$ cat config.mk
export PLATFORM = sky130hd
export DESIGN_NAME = conv_window_feeder
export DESIGN_NICKNAME = d
export VERILOG_FILES = /design/src/rtl/conv_pkg.sv /design/src/rtl/conv_line_buffer.sv /design/src/rtl/conv_window_feeder.sv
export SDC_FILE = /design/constraint.sdc
export NUM_CORES = 2
export LEC_CHECK = 0
export CAP_MARGIN = 20
export CORE_ASPECT_RATIO = 1.4
export CORE_MARGIN = 3
export CORE_UTILIZATION = 39
export CTS_BUF_LIST = sky130_fd_sc_hd__clkbuf_4
export DETAILED_ROUTE_END_ITERATION = 6
export GPL_TIMING_DRIVEN = 0
export MAX_ROUTING_LAYER = met4
export PLACE_DENSITY_LB_ADDON = 0.08
export SYNTH_ARGS = -nofsm -noshare
export SYNTH_HDL_FRONTEND = slang
export SYNTH_SLANG_ARGS = --single-unit
$ cat constraint.sdc
create_clock -name clk_i -period 4.65 [get_ports clk_i]
set_clock_uncertainty 0.1 [all_clocks]
set_input_delay 0.93 -clock clk_i [delete_from_list [all_inputs] [get_ports clk_i]]
set_output_delay 0.93 -clock clk_i [all_outputs]
set_load 0.005 [all_outputs]
$ cat src/rtl/conv_pkg.sv
// rtl/conv_pkg.sv - shared types and constants for the convolution window feeder
package conv_pkg;

  localparam int KSIZE  = 3;
  localparam int WIN_N  = KSIZE * KSIZE;
  localparam int DATA_W = 32;

  // Window geometry: row 0 is the oldest line, column KSIZE-1 takes the newest pixel.
  localparam int ROW_OLD = 0;
  localparam int ROW_MID = 1;
  localparam int ROW_NEW = KSIZE - 1;
  localparam int COL_NEW = KSIZE - 1;

  typedef logic [DATA_W-1:0] pix_t;

  typedef enum logic [1:0] {
    ST_IDLE     = 2'd0,
    ST_RUN      = 2'd1,
    ST_WAIT_LOW = 2'd2
  } state_e;

  function automatic int win_idx(input int row, input int col);
    return KSIZE * row + col;
  endfunction

endpackage

$ cat src/rtl/conv_line_buffer.sv
// rtl/conv_line_buffer.sv - circular line delay returning the word pushed DEPTH pushes ago
module conv_line_buffer
  import conv_pkg::*;
#(
  parameter int DEPTH = 64
) (
  input  logic clk_i,
  input  logic reset_n_i,
  input  logic en_i,
  input  pix_t din_i,
  output pix_t dout_o
);

  localparam int AW = (DEPTH > 1) ? $clog2(DEPTH) : 1;
  localparam logic [AW-1:0] PTR_LAST = AW'(DEPTH - 1);

  pix_t          mem_q [DEPTH];
  logic [AW-1:0] ptr_q;
  logic [AW-1:0] ptr_d;

  // Read-before-write: the slot about to be overwritten holds the oldest word.
  assign dout_o = mem_q[ptr_q];

  always_comb begin
    ptr_d = ptr_q;
    if (en_i) begin
      ptr_d = (ptr_q == PTR_LAST) ? '0 : ptr_q + 1'b1;
    end
  end

  always_ff @(posedge clk_i or negedge reset_n_i) begin
    if (!reset_n_i) begin
      ptr_q <= '0;
    end else begin
      ptr_q <= ptr_d;
    end
  end

  always_ff @(posedge clk_i) begin
    if (en_i) begin
      mem_q[ptr_q] <= din_i;
    end
  end

endmodule

$ cat src/rtl/conv_window_feeder.sv
// rtl/conv_window_feeder.sv - 3x3 raster window builder and handshake driver for convolution_core
module conv_window_feeder
  import conv_pkg::*;
#(
  parameter int IMG_WIDTH  = 64,
  parameter int IMG_HEIGHT = 64
) (
  input  logic              clk_i,
  input  logic              reset_n_i,
  input  logic              pix_valid_i,
  output logic              pix_ready_o,
  input  logic [DATA_W-1:0] pix_data_i,
  output logic [DATA_W-1:0] value0_o,
  output logic [DATA_W-1:0] value1_o,
  output logic [DATA_W-1:0] value2_o,
  output logic [DATA_W-1:0] value3_o,
  output logic [DATA_W-1:0] value4_o,
  output logic [DATA_W-1:0] value5_o,
  output logic [DATA_W-1:0] value6_o,
  output logic [DATA_W-1:0] value7_o,
  output logic [DATA_W-1:0] value8_o,
  output logic              caculating_start_o,
  input  logic              caculating_done_i,
  input  logic [DATA_W-1:0] ret_i,
  output logic              out_valid_o,
  input  logic              out_ready_i,
  output logic [DATA_W-1:0] out_data_o,
  output logic              out_last_o
);

  localparam int XW = $clog2(IMG_WIDTH);
  localparam int YW = $clog2(IMG_HEIGHT);
  localparam logic [XW-1:0] X_LAST = XW'(IMG_WIDTH - 1);
  localparam logic [YW-1:0] Y_LAST = YW'(IMG_HEIGHT - 1);
  localparam logic [XW-1:0] X_MIN  = XW'(KSIZE - 1);
  localparam logic [YW-1:0] Y_MIN  = YW'(KSIZE - 1);

  state_e        state_q;
  logic [XW-1:0] x_q, x_d;
  logic [YW-1:0] y_q, y_d;
  pix_t          win_q [WIN_N];
  logic          win_last_q;
  logic          start_q;
  logic          out_valid_q;
  logic          out_last_q;
  pix_t          out_data_q;
  pix_t          lb0_dout;
  pix_t          lb1_dout;
  logic          accept;
  logic          win_valid;
  logic          slot_free;

  assign pix_ready_o = (state_q == ST_IDLE);
  assign accept      = pix_valid_i && pix_ready_o;
  assign win_valid   = (x_q >= X_MIN) && (y_q >= Y_MIN);
  assign slot_free   = !out_valid_q || out_ready_i;

  always_comb begin
    x_d = x_q;
    y_d = y_q;
    if (accept) begin
      if (x_q == X_LAST) begin
        x_d = '0;
        y_d = (y_q == Y_LAST) ? '0 : y_q + 1'b1;
      end else begin
        x_d = x_q + 1'b1;
      end
    end
  end

  conv_line_buffer #(.DEPTH(IMG_WIDTH)) u_lb0 (
    .clk_i     (clk_i),
    .reset_n_i (reset_n_i),
    .en_i      (accept),
    .din_i     (pix_data_i),
    .dout_o    (lb0_dout)
  );

  conv_line_buffer #(.DEPTH(IMG_WIDTH)) u_lb1 (
    .clk_i     (clk_i),
    .reset_n_i (reset_n_i),
    .en_i      (accept),
    .din_i     (lb0_dout),
    .dout_o    (lb1_dout)
  );

  always_ff @(posedge clk_i or negedge reset_n_i) begin
    if (!reset_n_i) begin
      x_q        <= '0;
      y_q        <= '0;
      win_last_q <= 1'b0;
      for (int i = 0; i < WIN_N; i++) begin
        win_q[i] <= '0;
      end
    end else begin
      x_q <= x_d;
      y_q <= y_d;
      if (accept) begin
        for (int r = 0; r < KSIZE; r++) begin
          for (int c = 0; c < COL_NEW; c++) begin
            win_q[win_idx(r, c)] <= win_q[win_idx(r, c + 1)];
          end
        end
        win_q[win_idx(ROW_OLD, COL_NEW)] <= lb1_dout;
        win_q[win_idx(ROW_MID, COL_NEW)] <= lb0_dout;
        win_q[win_idx(ROW_NEW, COL_NEW)] <= pix_data_i;
        win_last_q <= (x_q == X_LAST) && (y_q == Y_LAST);
      end
    end
  end

  // Start stays high until the result lands in a free slot, so the core holds ret meanwhile.
  always_ff @(posedge clk_i or negedge reset_n_i) begin
    if (!reset_n_i) begin
      state_q     <= ST_IDLE;
      start_q     <= 1'b0;
      out_valid_q <= 1'b0;
      out_last_q  <= 1'b0;
      out_data_q  <= '0;
    end else begin
      if (out_valid_q && out_ready_i) begin
        out_valid_q <= 1'b0;
      end
      case (state_q)
        ST_IDLE: begin
          if (accept && win_valid) begin
            state_q <= ST_RUN;
            start_q <= 1'b1;
          end
        end
        ST_RUN: begin
          if (caculating_done_i && slot_free) begin
            out_data_q  <= ret_i;
            out_valid_q <= 1'b1;
            out_last_q  <= win_last_q;
            start_q     <= 1'b0;
            state_q     <= ST_WAIT_LOW;
          end
        end
        ST_WAIT_LOW: begin
          if (!caculating_done_i) begin
            state_q <= ST_IDLE;
          end
        end
        default: begin
          state_q <= ST_IDLE;
          start_q <= 1'b0;
        end
      endcase
    end
  end

  assign value0_o           = win_q[0];
  assign value1_o           = win_q[1];
  assign value2_o           = win_q[2];
  assign value3_o           = win_q[3];
  assign value4_o           = win_q[4];
  assign value5_o           = win_q[5];
  assign value6_o           = win_q[6];
  assign value7_o           = win_q[7];
  assign value8_o           = win_q[8];
  assign caculating_start_o = start_q;
  assign out_valid_o        = out_valid_q;
  assign out_data_o         = out_data_q;
  assign out_last_o         = out_last_q;

endmodule

Word level (Yosys, flattened, before mapping)
Memory sizes are Yosys's and may differ from the RTL's. A register that Yosys moved wholly into a read port is not among the register bits. Index checks and enable logic that the tools add are counted. Widths: inputs -> output; s select.

Flip-flop bits (word level): 318. RAM bits: 4096. Output and inout port bits: 324. Logic and storage cells: 66. Memories: 2.

$add $sub $neg: 4. Order comparisons: 2. Eq/ne operators: 9. Mux-type cells: 16. Bitwise logic cells: 1. Reduce and logical (&&, ||, !) cells: 14.

Memories: u_lb0.mem_q (words 64, width 32, rd ports 1, clocked after memory_dff 0, write ports 1, line conv_line_buffer.sv:17) `pix_t mem_q [DEPTH];`; u_lb1.mem_q (words 64, width 32, rd ports 1, clocked after memory_dff 1, write ports 1, line conv_line_buffer.sv:17).

Operators by type and width (count): $add 6x1->6 const B (4); $eq 6x6->1 const B (4); $mux 6 (4); $ge 6x2->1 const B (2); $mux 1 (7); $logic_and 1x1->1 (6); $mux 2 (3); $pmux 2 s3 (1); $reduce_and 3->1 (2); $ne 2x2->1 const B (2); $reduce_and 2->1 (2); $pmux 1 s3 (1); $eq 2x1->1 const B (1); $eq 2x2->1 const B (1); $logic_not 1->1 (2); $logic_not 2->1 (1); $ne 2x1->1 const B (1); $logic_or 1x1->1 (1); $not 1->1 (1).

Longest topological paths before layout
Depth after elaboration: 5. Gate-level depth with buffers: 11. Gate-level depth less buffers: 7.

Modules after synthesis
A second synthesis with hierarchy kept.

Cells, all modules: 10125. Area total of the unflattened synthesis: 168689.3 µm².

By module, submodules not included: conv_line_buffer (times used 2, cells each 4377, area each 77931.0 µm²); conv_window_feeder (times used 1, cells each 1371, area each 12827.3 µm²).

Least setup slack after synthesis
OpenSTA, ideal clock, no wires.

Kind: input -> register. Start point: in pix_valid_i. End point: mem u_lb1.mem_q[38][0] in the netlist's numbering (enable). Setup time: 0.461 ns. Arrival time: 4.245 ns. Path slack: -0.156 ns. Stages on the path: 6. Buffers on the path: 3. Cell sequence: and2_1 -> clkbuf_1 -> clkbuf_1 -> clkbuf_1 -> nand2_1 -> nor3_1.

Longest elaborated chain between the ends: 3.

Ends and longest elaborated chain: start, declared (line conv_window_feeder.sv:10) `input logic pix_valid_i,`; $logic_and 1x1->1 (line conv_window_feeder.sv:54) `assign accept = pix_valid_i && pix_ready_o;`; $mux 1 (line conv_line_buffer.sv:40) `if (en_i) begin`; $mux 1 (not written as such) (line conv_line_buffer.sv:41) `mem_q[ptr_q] <= din_i;`; end, declared (line conv_line_buffer.sv:17).

Every way passes these cells.

==> reports/metrics.csv <==
metric,value,unit
Via density,6.41,
initial antenna violation count,118,
htree depth,7,
Final Cycle Share,117,%
first-pass GRT wire length,1130000,um
power share of the clock group,20.7,%
CP startpoint kind,register,
CP arrival,7.10,ns
Net Sw Frac,44.6,%
final-stage net count,12300,
"Remaining Overflow, GRT",0,
Psw,72.5,mW
synthesis-stage register bit count,4446,
height of the die,786,um
drt pass-1 iters,7,
largest net degree at the start of global routing,108,
Tmin final,5.46,ns
Setup CP Type,reg -> reg,
I/O Pins,393,
vias,121000,
total core area,431000,um^2
Iter 0 DRT Violations,20100,
max-slew violation count,7,
"top cells by count, synth","edfxtp_1 (4096), nand2_1 (948), a22oi_1 (653)",
Fmax,183,MHz
starting density of the core,39.3,%
Synth top area share,72.6,%
"area leader, netlist",edfxtp_1,
layout cells sized above 1,27.2,%
FF-to-FF setup slack,-0.81,ns
slack of the critical path,-0.814,ns
CTS tree,done,
Fin. Hold Viols,0,
gr usage total,40.9,%
Clock Latency Late Sink,1.91,ns
Overall Power,163,mW
mapped cell area,169000,um^2
RSZ-0062 raised after global routing,yes,
critical-path maximum fanout,12,
CTS Buffer Depth,5,
VDD IR max,0.00120,V
leak pwr,70.5,nW
post-synthesis sequential area ratio,77.7,%
vias in the first global route,116000,
Syn Inst Count,9906,
Filler cells,37300,
Die Width,563,um
CP max stage delay,1.49,ns
final setup fails,999,
clock sinks,4446,
sequential share of power,35.7,%
ANT nets after route,0,
most common cell in the netlist,edfxtp_1,
Cell Pwr Density,779,nW/um^2
routability cong.,1.03,
relative slew slack,-33.0,%
Worst Max-Slew Pin Slew,1.99,ns
DRC,28,
row count,285,
CP max-delay cell,nor2_1,
Post-Syn Area per Cell,17.1,um^2
Area growth syn-to-layout,23.1,%
Die ar.,443000,um^2
dpl ws,-1.98,ns
cts bufs inserted,1185,
final WL,890000,um
Crit. End Element,register,
"Cell Chain, Critical Path",buf_2 > buf_4 > buf_4 > buf_2 > mux2i_1 > a22oi_1 > a22oi_1 > nor2_1 > nor4b_2 > a41oi_1,
WP data required,6.29,ns
Max-Cap Viols,2,
DR WL/cell,47.3,um
combinational power share,43.6,%
Hold WS,0.0952,ns
Power Internal,90.1,mW
HP Class,in -> reg,
detailed placement HPWL,621000,um
"EDFF count, synth",4096,
Yosys warning total,0,
fin cells,18800,
worst path bufs/invs,4,
clk slew on worst S/H paths,0.08,ns
DP Area,190000,um^2
synthesized net count,9981,
Port Buffers,392,
outcome,"complete, but fails checks",
final instance area,209000,um^2
dpl cells,16500,
Synth cell types,89,
"top cells by area, synth","edfxtp_1 (73%), dfrtp_1 (5.2%), a22oi_1 (2.9%)",
CTS root buf,clkbuf_4,
Synth Flop Type,edfxtp_1,
Post-synth ARST share,7.87,%
failing checks,"DRC, capacitance limit, slew limit, setup timing",
"delay-heaviest family, CP",buffers and inverters,
## area by class of cell
cell class / instances / area (um^2) / area share (%)
Tap cell: 5740 / 7180 / 3.44
Buffer: 705 / 3670 / 1.76
Sequential cell: 4446 / 132000 / 63.1
Antenna cell: 136 / 340 / 0.163
Inverter: 9 / 35.0 / 0.0168
Clock buffer: 1700 / 12800 / 6.12
Timing Repair Buffer: 1099 / 15400 / 7.38
Multi-Input combinational cell: 4742 / 36300 / 17.4
Clock inverter: 246 / 1220 / 0.583
## worst register-to-register path, cell delays in order (launching register included)
cell and delay [ns]:
dfrtp_1 0.64, buf_2 0.39, buf_4 0.38, buf_4 0.59
buf_2 0.62, mux2i_1 0.22, a22oi_1 0.23, a22oi_1 0.10
nor2_1 1.49, nor4b_2 0.25, a41oi_1 0.32
## routing by layer
layer | share of wire [%] | GRT usage (%) | vias to the layer above
met3 | 11 | 13.2 | 3313
met4 | 12 | 38.4 | 0
met2 | 46 | 62.2 | 9896
met1 | 31 | 41.5 | 61800
met5 | 0 | - | -
li1 | - | - | 45600
## path summary, 6_finish.rpt
kind                           startpoint  cells past startpoint                  end
min in group asynchronous       reset_n_i                      4         value6_o[20]
max                        u_lb1.ptr_q[0]                     10         value2_o[10]
max reg2reg                u_lb1.ptr_q[0]                     10         value2_o[10]
max in group asynchronous       reset_n_i                      6         value0_o[22]
min                        pix_data_i[15]                      3  u_lb0.mem_q[53][15]
min reg2reg                  value8_o[28]                      2         value7_o[28]
## cell families after synthesis
| logic type | share of synthesized area [%] |
|---|---|
| flops | 77.7 |
| compound gates | 9.81 |
| simple gates | 4.57 |
| mux | 5.89 |
| buf+inv | 1.90 |
| xor+xnor | 0.0465 |
| fa+ha+maj | 0.0443 |
## power groups by stage
| stage | logic, mW | registers [mW] | clock network, mW |
|---|---|---|---|
| floorplan | 24.3 | 57.4 | 0 |
| global placement | 56.0 | 56.9 | 0 |
| detailed placement | 66.4 | 58.7 | 0 |
| CTS | 67.2 | 57.9 | 33.9 |
| global route | 69.7 | 58.1 | 36.1 |
| finish | 70.8 | 58.0 | 33.7 |
## sequential cells by signal, summed over array words and instances (netlist names), 2 cells and up
register and flops:
out_data_o 32, state_q 2, u_lb0.mem_q 2048, u_lb0.ptr_q 6, u_lb1.mem_q 2048, u_lb1.ptr_q 6
value0_o 32, value1_o 32, value2_o 32, value3_o 32, value4_o 32, value5_o 32
value6_o 32, value7_o 32, value8_o 32, x_q 6, y_q 6
## cells in the final DEF (no fill, tap or decap), types with 68 or more instances in the layout
cell and count:
a21oi_1 198, a221oi_1 416, a22oi_1 650, a31oi_1 68
buf_12 234, buf_16 112, buf_2 182, buf_4 210
buf_8 94, clkbuf_1 248, clkbuf_2 95, clkbuf_4 1732
clkdlybuf4s50_1 359, clkinv_1 194, dfrtp_1 345, diode_2 136
dlygate4sd3_1 117, edfxtp_1 4096, mux2_2 249, mux2i_1 315
mux4_2 177, nand2_1 910, nand3_1 76, nor2_1 219
nor2_4 125, o21ai_0 162, o22ai_1 238
## timing repair
item | in CTS | in global routing
buffers inserted | 103 | 37
hold endpoints to repair | 2326 | 0
setup endpoints to repair | 5859 | 2063
pin swaps | 64 | 19
gates cloned | 0 | 0
hold buffers | 122 | 0
gates resized for setup | 169 | 166
## metrics by stage
| step | util, % | TNS, ns |
|---|---|---|
| 2_1_floorplan | - | 0 |
| 3_3_place_gp | 41.9 | - |
| 3_5_place_dp | 44.1 | -5684.26 |
| 4_1_cts | 48.1 | -178.42 |
| 5_1_grt | 48.3 | -1.38 |
| 6_report | 48.4 | -106.24 |
Power figures use the tool's default switching activity.
